==> config.mk <==
export PLATFORM = sky130hd
export DESIGN_NAME = koa_mult_stream_ctrl_flat
export DESIGN_NICKNAME = d
export VERILOG_FILES = /design/src/rtl/koa_mult_stream_ctrl_if.sv /design/src/rtl/koa_mult_stream_ctrl.sv /design/src/flat_wrapper.sv
export SDC_FILE = /design/constraint.sdc
export NUM_CORES = 1
export LEC_CHECK = 0
export ABC_AREA = 1
export CORE_AREA = 2 2 227 229
export CTS_CLUSTER_SIZE = 12
export DETAILED_ROUTE_END_ITERATION = 8
export DIE_AREA = 0 0 229 231
export PLACE_DENSITY = 0.75
export SLEW_MARGIN = 25
export SYNTH_ARGS = -nofsm -noshare
export SYNTH_HDL_FRONTEND = slang
export SYNTH_SLANG_ARGS = --single-unit
export TNS_END_PERCENT = 20
==> constraint.sdc <==
create_clock -name clk -period 4.4 [get_ports clk]
set_input_delay 1.1 -clock clk [delete_from_list [all_inputs] [get_ports clk]]
set_output_delay 1.1 -clock clk [all_outputs]
set_load 0.02 [all_outputs]
==> src/rtl/koa_mult_stream_ctrl_if.sv <==
// Signal bundle between the KOA multiplier stream controller and its environment:
// 32-bit input stream, 32-bit output stream and the multiplier operand/product bus.
interface koa_mult_stream_ctrl_if #(
    parameter int WORD_W = 32,
    parameter int OP_W   = 128
);
    logic [WORD_W-1:0] s_data;
    logic              s_valid;
    logic              s_ready;

    logic [OP_W-1:0]   mul_a;
    logic [OP_W-1:0]   mul_b;
    logic [2*OP_W-1:0] mul_product;

    logic [WORD_W-1:0] m_data;
    logic              m_valid;
    logic              m_ready;
    logic              m_last;

    logic              busy;

    // Controller side.
    modport slave (
        input  s_data, s_valid, mul_product, m_ready,
        output s_ready, mul_a, mul_b, m_data, m_valid, m_last, busy
    );

    // Environment side: upstream source, downstream sink and the multiplier itself.
    modport master (
        output s_data, s_valid, mul_product, m_ready,
        input  s_ready, mul_a, mul_b, m_data, m_valid, m_last, busy
    );
endinterface

==> src/rtl/koa_mult_stream_ctrl.sv <==
// Stream front/back end for the combinational 128x128 KOA multiplier: gathers A/B from
// a word stream, latches the 256-bit product and serialises it low word first.
module koa_mult_stream_ctrl #(
    parameter int WORD_W = 32,
    parameter int OP_W   = 128
) (
    input  logic                  clk,
    input  logic                  rst_n,
    koa_mult_stream_ctrl_if.slave bus
);
    localparam int N_IN  = 2 * OP_W / WORD_W;
    localparam int N_OUT = 2 * OP_W / WORD_W;
    localparam int N_OP  = OP_W / WORD_W;
    localparam int CNT_W = $clog2(N_IN);

    localparam logic [CNT_W-1:0] IN_LAST  = CNT_W'(N_IN - 1);
    localparam logic [CNT_W-1:0] OUT_LAST = CNT_W'(N_OUT - 1);
    localparam logic [CNT_W-1:0] A_WORDS  = CNT_W'(N_OP);

    typedef enum logic [1:0] {
        LOAD    = 2'd0,
        CAPTURE = 2'd1,
        SEND    = 2'd2
    } state_e;

    state_e             state_q, state_d;
    logic [CNT_W-1:0]   in_cnt_q, in_cnt_d;
    logic [CNT_W-1:0]   out_cnt_q, out_cnt_d;
    logic [OP_W-1:0]    op_a_q, op_a_d;
    logic [OP_W-1:0]    op_b_q, op_b_d;
    logic [2*OP_W-1:0]  prod_q, prod_d;

    logic              s_ready;
    logic              m_valid;
    logic              m_last;
    logic [WORD_W-1:0] m_data;
    logic              busy;
    logic              s_fire;
    logic              m_fire;

    assign s_fire = bus.s_valid & s_ready;
    assign m_fire = m_valid & bus.m_ready;

    // State register.
    always_ff @(posedge clk or negedge rst_n) begin
        if (!rst_n) begin
            state_q <= LOAD;
        end else begin
            state_q <= state_d;
        end
    end

    // Next-state logic.
    always_comb begin
        state_d = state_q;
        case (state_q)
            LOAD:    if (s_fire && in_cnt_q == IN_LAST)  state_d = CAPTURE;
            CAPTURE: state_d = SEND;
            SEND:    if (m_fire && out_cnt_q == OUT_LAST) state_d = LOAD;
            default: state_d = LOAD;
        endcase
    end

    // Outputs depend on registered state only, so s_ready has no path from s_valid/m_ready.
    always_comb begin
        s_ready = 1'b0;
        m_valid = 1'b0;
        m_last  = 1'b0;
        m_data  = '0;
        busy    = 1'b0;
        case (state_q)
            LOAD: begin
                s_ready = 1'b1;
            end
            CAPTURE: begin
                busy = 1'b1;
            end
            SEND: begin
                busy    = 1'b1;
                m_valid = 1'b1;
                m_last  = (out_cnt_q == OUT_LAST);
                m_data  = prod_q[WORD_W*32'(out_cnt_q) +: WORD_W];
            end
            default: ;
        endcase
    end

    // Datapath next values: operand word steering, product capture, output word counter.
    always_comb begin
        in_cnt_d  = in_cnt_q;
        out_cnt_d = out_cnt_q;
        op_a_d    = op_a_q;
        op_b_d    = op_b_q;
        prod_d    = prod_q;

        if (s_fire) begin
            in_cnt_d = (in_cnt_q == IN_LAST) ? '0 : in_cnt_q + 1'b1;
            if (in_cnt_q < A_WORDS) begin
                op_a_d[WORD_W*32'(in_cnt_q) +: WORD_W] = bus.s_data;
            end else begin
                op_b_d[WORD_W*32'(in_cnt_q - A_WORDS) +: WORD_W] = bus.s_data;
            end
        end

        // Operands have been stable since the last input transfer, so the
        // combinational product is settled by the end of the capture cycle.
        if (state_q == CAPTURE) begin
            prod_d = bus.mul_product;
        end

        if (m_fire) begin
            out_cnt_d = (out_cnt_q == OUT_LAST) ? '0 : out_cnt_q + 1'b1;
        end
    end

    always_ff @(posedge clk or negedge rst_n) begin
        if (!rst_n) begin
            in_cnt_q  <= '0;
            out_cnt_q <= '0;
            op_a_q    <= '0;
            op_b_q    <= '0;
            prod_q    <= '0;
        end else begin
            in_cnt_q  <= in_cnt_d;
            out_cnt_q <= out_cnt_d;
            op_a_q    <= op_a_d;
            op_b_q    <= op_b_d;
            prod_q    <= prod_d;
        end
    end

    assign bus.s_ready = s_ready;
    assign bus.m_valid = m_valid;
    assign bus.m_last  = m_last;
    assign bus.m_data  = m_data;
    assign bus.busy    = busy;
    assign bus.mul_a   = op_a_q;
    assign bus.mul_b   = op_b_q;
endmodule

==> src/flat_wrapper.sv <==
// flat-port wrapper written by rule: the top's interface ports become plain ports
module koa_mult_stream_ctrl_flat 
#(
    parameter int WORD_W = 32,
    parameter int OP_W   = 128
)
  (clk, rst_n, bus_s_data, bus_s_valid, bus_mul_product, bus_m_ready, bus_s_ready, bus_mul_a, bus_mul_b, bus_m_data, bus_m_valid, bus_m_last, bus_busy);
  koa_mult_stream_ctrl_if #(.WORD_W(WORD_W), .OP_W(OP_W)) bus_i ();
  input  logic clk;
  input  logic rst_n;
  input wire logic [$bits(bus_i.s_data)-1:0] bus_s_data;
  input wire logic [$bits(bus_i.s_valid)-1:0] bus_s_valid;
  input wire logic [$bits(bus_i.mul_product)-1:0] bus_mul_product;
  input wire logic [$bits(bus_i.m_ready)-1:0] bus_m_ready;
  output wire logic [$bits(bus_i.s_ready)-1:0] bus_s_ready;
  output wire logic [$bits(bus_i.mul_a)-1:0] bus_mul_a;
  output wire logic [$bits(bus_i.mul_b)-1:0] bus_mul_b;
  output wire logic [$bits(bus_i.m_data)-1:0] bus_m_data;
  output wire logic [$bits(bus_i.m_valid)-1:0] bus_m_valid;
  output wire logic [$bits(bus_i.m_last)-1:0] bus_m_last;
  output wire logic [$bits(bus_i.busy)-1:0] bus_busy;
  assign bus_i.s_data = bus_s_data;
  assign bus_i.s_valid = bus_s_valid;
  assign bus_i.mul_product = bus_mul_product;
  assign bus_i.m_ready = bus_m_ready;
  assign bus_s_ready = bus_i.s_ready;
  assign bus_mul_a = bus_i.mul_a;
  assign bus_mul_b = bus_i.mul_b;
  assign bus_m_data = bus_i.m_data;
  assign bus_m_valid = bus_i.m_valid;
  assign bus_m_last = bus_i.m_last;
  assign bus_busy = bus_i.busy;
  koa_mult_stream_ctrl #(.WORD_W(WORD_W), .OP_W(OP_W)) u_core (.clk(clk), .rst_n(rst_n), .bus(bus_i));
endmodule
# After elaboration in Yosys (flattened, before gate mapping)
# Cells that the tools add are included.
[word_totals] ff_bits=520 out_inout_bits=292
[classes] n_addsub=5 n_lt_le_gt_ge=1 eq_ne=6 n_shift=5 mux=12 bitwise_logic=3 reduce_logical=7
[ops] op="bitwise mux 128 bit" n=2
[ops] op="variable shift 32 x 34 -> 128 bit (first input constant)" n=2
[ops] op="variable part select 256 x 9 -> 32 bit" n=1
[ops] op="variable part select 32 x 34 -> 128 bit" n=2
[ops] op="negator 32 -> 34 bit" n=1
[ops] op="negator 8 -> 34 bit" n=1
[ops] op="2-to-1 mux 32 bit" n=1
[ops] op="adder 3 x 1 -> 3 bit (second input constant)" n=2
[ops] op="== test 3 bit (second input constant)" n=2
[ops] op="2-to-1 mux 3 bit" n=2
[ops] op="one-hot mux 2 bit (3 select lines)" n=1
[ops] op="AND reduction 2 bit" n=3
[ops] op="2-to-1 mux 1 bit" n=4
[ops] op="2-to-1 mux 2 bit" n=2
[ops] op="inequality test 2 x 1 -> 1 bit (second input constant)" n=2
[ops] op="subtractor 3 x 3 -> 4 bit (second input constant)" n=1
[ops] op="< comparator 3 bit (second input constant)" n=1
[ops] op="AND 1 bit" n=2
[ops] op="== test 2 x 1 -> 1 bit (second input constant)" n=1
[ops] op="== test 2 bit (second input constant)" n=1
[ops] op="logical AND 1 bit" n=2
[ops] op="logical NOT 2 bit" n=1
[ops] op="OR reduction 2 bit" n=1
[ops] op="inverter 1 bit" n=1

# Depth between registers and ports, before layout
# Gate-level depths: netlist (run 1).
[logic_depth] word_depth=6 ltp_mapped=12 ltp_nobuf=10

# Worst setup path before layout (run 1)
# No wires, ideal clock.
[synth_path] path_kind="reg2out" from="register u_core.state_q[0]" to="output port bus_m_data[12]" arrival_ns=1.641 setup_slack_ns=1.659 stages_incl_launch_ff=7 cell_sequence="dfrtp_1 inv_1 ha_1 clkbuf_1 buf_1 nand2_1 nor2_1"
[synth_via] elab_chain_cells=2
[synth_rtl] element="start, declared" line="koa_mult_stream_ctrl.sv:26" source="state_e state_q, state_d;"
[synth_rtl] element="start signal, assigned" line="koa_mult_stream_ctrl.sv:49" source="state_q <= state_d;"
[synth_rtl] element="== test 2 bit" line="koa_mult_stream_ctrl.sv:71" source="case (state_q)"
[synth_rtl] element="2-to-1 mux 32 bit" line="koa_mult_stream_ctrl.sv:71"
[synth_rtl] element="end, declared" line="flat_wrapper.sv:18" source="output wire logic [$bits(bus_i.m_data)-1:0] bus_m_data;"
# Every way passes these cells.

# Worst setup path in the final report (run 1)
[layout_path] from="register u_core.out_cnt_q[0]" to="output port bus_m_data[12]"
[layout_via] elab_chain_cells=2
[layout_rtl] element="start, declared" line="koa_mult_stream_ctrl.sv:28" source="logic [CNT_W-1:0] out_cnt_q, out_cnt_d;"
[layout_rtl] element="start signal, assigned" line="koa_mult_stream_ctrl.sv:125" source="out_cnt_q <= out_cnt_d;"
[layout_rtl] element="variable part select 256 x 9 -> 32 bit" line="koa_mult_stream_ctrl.sv:82" source="m_data = prod_q[WORD_W*32'(out_cnt_q) +: WORD_W];"
[layout_rtl] element="2-to-1 mux 32 bit" line="koa_mult_stream_ctrl.sv:71"
# Every way passes these cells.

==> results of run 1 <==
[logic make-up (layout without fill, tap and decap cells)]
| kind of cell | after synthesis | count (layout) | synth area share |
|---|---|---|---|
| and+or+nand+nor | 1483 | 1483 | 0.255 |
| buffers and inverters | 533 | 1060 | 0.0927 |
| DFF | 520 | 520 | 0.551 |
| AOI/OAI and AO/OA | 429 | 429 | 0.0944 |
| adders and majority gates | 14 | 14 | 0.00741 |
[flip-flops by register name, indices dropped and copies added (netlist names)]
name / cells
u_core.state_q: 2
u_core.bus.mul_b: 128
u_core.in_cnt_q: 3
u_core.out_cnt_q: 3
u_core.bus.mul_a: 128
u_core.prod_q: 256
[metal layers]
layer,track usage,part of all wire,up-vias
met4,0.111,0.037,2
met1,0.376,0.37,10200
met2,0.515,0.48,976
met3,0.0956,0.11,150
li1,-,-,10200
met5,0,0.00016,-
[final cells by class]
cell class                 count  share of cell area
inverter                     346              0.0411
clock buffer                  77              0.0490
clock inverter                13             0.00368
multi-input combinational   1926               0.267
sequential                   520               0.412
timing repair buffer         624               0.200
tap                          680              0.0269
[Yosys cell counts (9+ instances only)]
| library cell | number |
|---|---|
| nand2_1 | 1062 |
| dfrtp_1 | 520 |
| inv_1 | 337 |
| o21ai_0 | 308 |
| nand3_1 | 262 |
| nor2_1 | 140 |
| o21ai_1 | 84 |
| buf_2 | 73 |
| clkbuf_1 | 70 |
| o21bai_1 | 32 |
| buf_1 | 22 |
| buf_4 | 18 |
| ha_1 | 14 |
| inv_2 | 9 |
[through the flow]
step / cells / area [um2] / power (mW) / hold slack [ns] / setup WS [ns]
after floorplan: 2979 / 23600 / 13.4 / 0.491 / 1.66
after global placement: 4096 / 30000 / 17.5 / 0.451 / 0.989
after detailed placement: 4096 / 30000 / 17.7 / 0.458 / 0.958
after CTS: 4186 / 31600 / 22.2 / 0.473 / 0.311
after global routing: 4186 / 31600 / 23.5 / 0.488 / 0.224
final: 4186 / 31600 / 22.1 / 0.471 / 0.342
[worst min-delay path: stages (launching register included)]
cell and delay [ns]:
dfrtp_1 0.34, nand2_1 0.05, nand2_1 0.05
[worst min path at each step]
stage / start / endpoint / slack [ns] / depth (start not counted)
floorplan: u_core.prod_q[0] / u_core.prod_q[0] / 0.49 / 2
global placement: u_core.bus.mul_b[15] / u_core.bus.mul_b[15] / 0.45 / 2
detailed placement: u_core.bus.mul_b[18] / u_core.bus.mul_b[18] / 0.46 / 2
CTS: u_core.bus.mul_b[18] / u_core.bus.mul_b[18] / 0.47 / 2
global route: u_core.bus.mul_b[13] / u_core.bus.mul_b[13] / 0.49 / 2
finish: u_core.bus.mul_b[13] / u_core.bus.mul_b[13] / 0.47 / 2
[power groups by stage]
stage	sequential (mW)	clock [mW]	combinational, mW
6_report	7.31	4.39	10.4
5_1_grt	7.46	4.64	11.4
2_1_floorplan	7.85	0	5.57
3_5_place_dp	7.34	0	10.3
4_1_cts	7.29	4.45	10.4
3_3_place_gp	7.30	0	10.2
==> metrics.md, run 1 <==
| Metric | Value |
|---|---|
| CTS buffer count | `54` |
| Share of layout cells above drive strength 1 | `0.0436` |
| IO Count | `around 600` |
| Vias per cell | `approximately 5.1` |
| Area of the multi-input gates | `about 8500 um2` |
| Final hold violation count | `0` |
| Req. time, crit path | `3.30 ns` |
| Crit start category | `flop` |
| Number of flops mapped to enable cells by yosys | `0` |
| Die X | `around 230 um` |
| Switching Share | `0.432` |
| Register area share after synthesis | `0.551` |
| Diode count | `0` |
| Finish-stage setup viols | `0` |
| Yosys warns | `0` |
| Critical path startpoint | `u_core.out_cnt_q[0]` |
| Global placement routability congestion | `around 0.90` |
| TritonCTS clock tree | `done` |
| DR iter-0 viols | `2194` |
| Layout area overhead | `33.8%` |
| # fillers | `4387` |
| Main synth FF type | `dfrtp_1` |
| Hpwl dp | `between 50000 and 60000 um` |
| Clock latency on the worst-skew pair | `a little over 0.6 ns` |
| Max-cap violation count | `0` |
| R2R cell count | `10` |
| #FFs+latches synth | `520` |
| Remaining Overflow, GRT | `0` |
| Relative slew slack | `0.372` |
| Sequential fraction of design power | `0.331` |
| Min Tclk post-route | `4.06 ns` |
| Peak supply drop | `between 0.4 and 0.5 mV` |
| Largest net degree at the start of global routing | `~120` |
| Fraction of registers with async set/reset | `1.00` |
| Synthesized instance count | `around 3000` |
| Pwr per Cell Area | `around 700 nW/um2` |
| H-tree depth | `2` |
| Yosys top cell area share | `0.551` |
| CP bufs+invs | `3` |
| End of the worst register-to-register path | `u_core.bus.mul_b[90]` |
| Slowest CP cell | `clkdlybuf4s50_1` |
| Worst-path clk slew | `roughly 0.060 ns` |
| Clock Skew | `around 0.035 ns` |
| Core area | `a little over 50000 um2` |
| RSZ-0062 raised after global routing | `false` |
| Gate power share | `0.470` |
| Root buf cell | `clkbuf_16` |
| Die area | `approximately 53000 um2` |
| Seq. cell area | `roughly 13000 um2` |
| Slew Limit Fails | `0` |
| Fin util | `0.624` |
| Syn Std Cell Area | `roughly 24000 um2` |
| # resized after CTS | `0` |
| Final ANT Viol Nets | `0` |
| Tightest Pin Transition | `approximately 0.94 ns` |
| Slowest cell delay on critical path | `0.54 ns` |
| Initial Utilization | `0.466` |
| Commonest non-fill, non-tap cell in the layout | `nand2_1` |
| R2R Setup Slk | `between 1 and 1.5 ns` |
| CP Capture Type | `output port` |
| Critical path endpoint | `bus_m_data[12]` |
| Clk sinks | `520` |
| Worst EP arrival | `between 2 and 3 ns` |
| First-pass GRT wire length | `between 100000 and 150000 um` |
| Top cells by area, synth | `dfrtp_1 (55%), nand2_1 (17%), o21ai_0 (6.5%)` |
| Antenna violations before repair | `1` |
| Fmax | `~250 MHz` |
| CP Depth | `8` |
| Worst Setup Path Type | `reg2out` |
| RR Startpoint | `u_core.in_cnt_q[0]` |
| Static leakage | `15.2 nW` |
| Cell internal pwr | `12.6 mW` |
| Vias after detailed routing | `21500` |
| Min-Delay Path Class | `reg2reg` |
| Syn avg cell area | `just under 8 um2` |
| Clock network fraction of total power | `0.199` |
| Yosys cell types | `27` |
| Commonest non-fill, non-tap cells in the layout | `nand2_1 (1062), clkdlybuf4s50_1 (582), dfrtp_1 (517)` |
| Drt wl/cell | `just under 20 um` |
| Post-CTS setup buffer count | `0` |
| Longest Clk Path Bufs | `3` |
| # rows | `83` |
| DRC violations left | `0` |
| Drt total wl | `roughly 83000 um` |
| Hold-fix buffers, CTS | `0` |
| Final setup TNS | `0 ns` |
| Top Family by Delay on Critical Path | `buffers and inverters` |
| Syn nets | `approximately 3300` |
| Final period utilization | `0.922` |
| Number of global-route vias before repair | `approximately 21000` |
| Die H | `between 200 and 250 um` |
| Number of detailed-route iterations in the first pass | `7` |
| GRT Util Overall | `0.308` |
| Critical path cell sequence | `inv_4, buf_12, nand2_1, nand3_1, nand2_1, nor2_1, nor2_1, clkdlybuf4s50_1` |
| P_sw | `9.54 mW` |
| Critical Path Fanout Max | `between 50 and 60` |
| Fin nets | `3778` |
| Run status | `finished, final reports clean` |
| # port buffers | `583` |
| Area leader, netlist | `dfrtp_1` |
(Power assumes the default switching activity.)
==> run 2, diff against run 1 <==
--- a/config.mk
+++ b/config.mk
@@ -5,12 +5,11 @@
 export SDC_FILE = /design/constraint.sdc
 export NUM_CORES = 1
 export LEC_CHECK = 0
-export ABC_AREA = 1
-export CORE_AREA = 2 2 227 229
+export CORE_AREA = 2 2 228 230
 export CTS_CLUSTER_SIZE = 12
 export DETAILED_ROUTE_END_ITERATION = 8
-export DIE_AREA = 0 0 229 231
-export PLACE_DENSITY = 0.75
+export DIE_AREA = 0 0 230 232
+export PLACE_DENSITY = 0.71
 export SLEW_MARGIN = 25
 export SYNTH_ARGS = -nofsm -noshare
 export SYNTH_HDL_FRONTEND = slang
==> run 2 against run 1 <==
Against the previous run:
- register-to-register slack better by 0.12 ns
- cell count is 33% lower
- sequential power is 3.7% higher
- critical path depth is 3 lower
- critical path type unchanged
==> metrics.md, run 2 <==
| Metric | Value |
|---|---|
| Largest register FFs | `256 (unchanged)` |
| H-tree depth | `2 (unchanged)` |
| Root buf cell | `clkbuf_16` |
| Main synth FF type | `dfrtp_1` |
| Area leader, netlist | `dfrtp_1` |
| Fin area | `30800 um2 (-2.6%)` |
| Most common cell in the netlist | `dfrtp_1` |
| Post-CTS setup buffer count | `0 (unchanged)` |
| CTS buffer count | `55 (+1.9%)` |
| Seq. cell area | `13000 um2 (about the same)` |
| Number of detailed-route iterations in the first pass | `5 (-2)` |
| Static leakage | `13.2 nW (-13%)` |
| R2R cell count | `6 (-4)` |
| Final period utilization | `0.938 (+0.0161)` |
| Final ANT Viol Nets | `0 (unchanged)` |
| Tightest Pin Transition | `0.876 ns (-0.0659 ns)` |
| Synthesized instance count | `1526 (-49%)` |
| Number of flops mapped to enable cells by yosys | `0 (unchanged)` |
| Commonest non-fill, non-tap cells in the layout | `clkdlybuf4s50_1 (582), dfrtp_1 (518), mux2_2 (516)` |
| Register area share after synthesis | `0.582 (+0.0313)` |
| Commonest non-fill, non-tap cell in the layout | `clkdlybuf4s50_1` |
| CP Capture Type | `output port` |
| # fillers | `3977 (-9.3%)` |
| Syn nets | `1832 (-44%)` |
| Drt total wl | `69900 um (-15%)` |
| Drt wl/cell | `24.8 um (+25%)` |
| Number of global-route vias before repair | `16200 (-23%)` |
| Yosys warns | `0 (unchanged)` |
| RR Startpoint | `u_core.in_cnt_q[0]` |
| Hold-fix buffers, CTS | `0 (unchanged)` |
| Die H | `232 um (+0.43%)` |
| Worst Setup Path Type | `reg2out` |
| Finish-stage setup viols | `0 (unchanged)` |
| Vias after detailed routing | `15100 (-30%)` |
| DRC violations left | `0 (unchanged)` |
| Worst EP arrival | `3.03 ns (+0.07 ns)` |
| Run status | `finished, final reports clean` |
| # resized after CTS | `0 (unchanged)` |
| Vias per cell | `5.35 (+4.2%)` |
| Top cells by area, synth | `dfrtp_1 (58%), mux2_2 (26%), mux4_2 (3.2%)` |
| Min-Delay Path Class | `in2async` |
| Die X | `230 um (+0.44%)` |
| TritonCTS clock tree | `done` |
| Global placement routability congestion | `0.872 (-3.3%)` |
| Critical Path Fanout Max | `53 (-5.4%)` |
| Req. time, crit path | `3.30 ns (about the same)` |
| DR iter-0 viols | `831 (-62%)` |
| RSZ-0062 raised after global routing | `false` |
| #FFs+latches synth | `520 (unchanged)` |
| Clk sinks | `520 (unchanged)` |
| Syn avg cell area | `14.7 um2 (+85%)` |
| Hpwl dp | `50300 um (-14%)` |
| Peak supply drop | `0.396 mV (-19%)` |
| Relative slew slack | `0.416 (+0.0439)` |
| Initial Utilization | `0.439 (-0.0269)` |
| GRT Util Overall | `0.260 (-0.0478)` |
| First-pass GRT wire length | `104000 um (-17%)` |
| R2R Setup Slk | `1.30 ns (+0.12 ns)` |
| Pwr per Cell Area | `683 nW/um2 (-2.3%)` |
| IO Count | `584 (unchanged)` |
| Final hold violation count | `0 (unchanged)` |
| End of the worst register-to-register path | `u_core.bus.mul_b[14]` |
| Clock latency on the worst-skew pair | `0.60 ns (about the same)` |
| Max-cap violation count | `0 (unchanged)` |
| Longest Clk Path Bufs | `3 (unchanged)` |
| Largest net degree at the start of global routing | `94 (-20%)` |
| Share of layout cells above drive strength 1 | `0.332 (+0.289)` |
| Yosys cell types | `36 (+33%)` |
| Placed Instance Area | `29000 um2 (-3.3%)` |
| # port buffers | `583 (unchanged)` |
| Remaining Overflow, GRT | `0 (unchanged)` |
| Crit start category | `flop` |
| # rows | `83 (unchanged)` |
| Final setup TNS | `0 ns (unchanged)` |
| Layout area overhead | `37.7%` |
| Fin nets | `2400 (-36%)` |
| Yosys top cell area share | `0.582 (+0.0313)` |
| Fraction of registers with async set/reset | `1.00 (unchanged)` |
| Most common library cells after synthesis | `dfrtp_1 (520), mux2_2 (516), clkbuf_1 (71)` |
| Largest Register | `u_core.prod_q` |
| Area of the multi-input gates | `8870 um2 (+4.9%)` |
| Slew Limit Fails | `0 (unchanged)` |
| Die area | `53400 um2 (+0.87%)` |
| Min Tclk post-route | `4.13 ns (+0.0707 ns)` |
| Fmax | `242 MHz (-1.7%)` |
| Antenna violations before repair | `20 (+19)` |
| Clock Skew | `0.0165 ns (-0.0185 ns)` |
| Syn Std Cell Area | `22400 um2 (-5.4%)` |
| Core area | `50900 um2 (+0.41%)` |
| Worst-path clk slew | `0.06 ns (about the same)` |
| Tot Pwr | `21.0 mW (-4.8%)` |
==> run 2: changes by cell type in the layout (fill, tap and decap cells not counted), moves of 30 or more <==
cell      previous run  this run
mux2_4               0        30
mux2_2               0       516
o21bai_1            32         0
nor2b_1              0        33
mux4_2               0        32
o21ai_0            308        38
nand2_1           1062        40
o22ai_1              1        32
inv_1              335         8
o21ai_1             84        30
nand3_1            262         0
nor2_1             140        36
and3_1               0        32
o31ai_1              0        32
==> run 2: layout make-up <==
type / instances / area share
timing repair buffer: 619 / 0.202
sequential: 520 / 0.423
multi-input combinational: 890 / 0.288
tap: 680 / 0.0276
inverter: 8 / 0.000975
antenna: 8 / 0.000650
clock inverter: 12 / 0.00423
clock buffer: 84 / 0.0541
==> run 2: power breakdown <==
group | internal, mW | switching (mW)
logic | 4.57 | 4.23
registers | 6.62 | 0.966
clock network | 2.71 | 1.93
total | 13.9 | 7.13
==> run 2: worst max path at each step <==
| stage | start | endpoint | slack [ns] |
|---|---|---|---|
| 2_1_floorplan | u_core.out_cnt_q[1] | bus_m_data[10] | 1.53 |
| 3_3_place_gp | u_core.out_cnt_q[2] | bus_m_data[11] | 0.92 |
| 3_5_place_dp | bus_s_valid | u_core.bus.mul_b[39] | 0.90 |
| 4_1_cts | u_core.out_cnt_q[2] | bus_m_data[11] | 0.25 |
| 5_1_grt | u_core.state_q[0] | bus_m_data[18] | 0.13 |
| 6_report | u_core.out_cnt_q[2] | bus_m_data[11] | 0.27 |
==> run 2: critical path: stages (launching register included) <==
cell and delay [ns]:
dfrtp_4 0.69, buf_12 0.34, mux4_2 0.37, o22ai_1 0.31, nor2_1 0.10, clkdlybuf4s50_1 0.55
==> run 2: kinds of logic (layout without fill, tap and decap cells) <==
kind of cell,count (synthesis),count (layout),synth area share
multiplexers,580,580,0.313
flip-flops,520,520,0.582
AND/OR/NAND/NOR,161,161,0.0384
AO/OA/AOI/OAI,135,135,0.0358
buffers and inverters,116,723,0.0228
adder cells (fa/ha/maj),14,14,0.00783
other,0,8,0
==> run 2: per-stage QoR <==
stage / setup slack [ns] / util / hold WS [ns] / std cells
after floorplan: 1.53 / - / 0.475 / 1526
after global routing: 0.128 / 0.605 / 0.511 / 2820
after CTS: 0.252 / 0.605 / 0.501 / 2813
final: 0.271 / 0.605 / 0.500 / 2821
after detailed placement: 0.903 / 0.569 / 0.485 / 2717
after global placement: 0.921 / 0.569 / 0.481 / 2717
==> run 2: layer usage <==
metal / vias to the layer above / wire length, um / global-route usage
li1: 6653 / - / -
met1: 7777 / 28400 / 0.326
met2: 505 / 33800 / 0.428
met3: 126 / 5790 / 0.0878
met4: 24 / 1790 / 0.0796
met5: - / 159 / 0
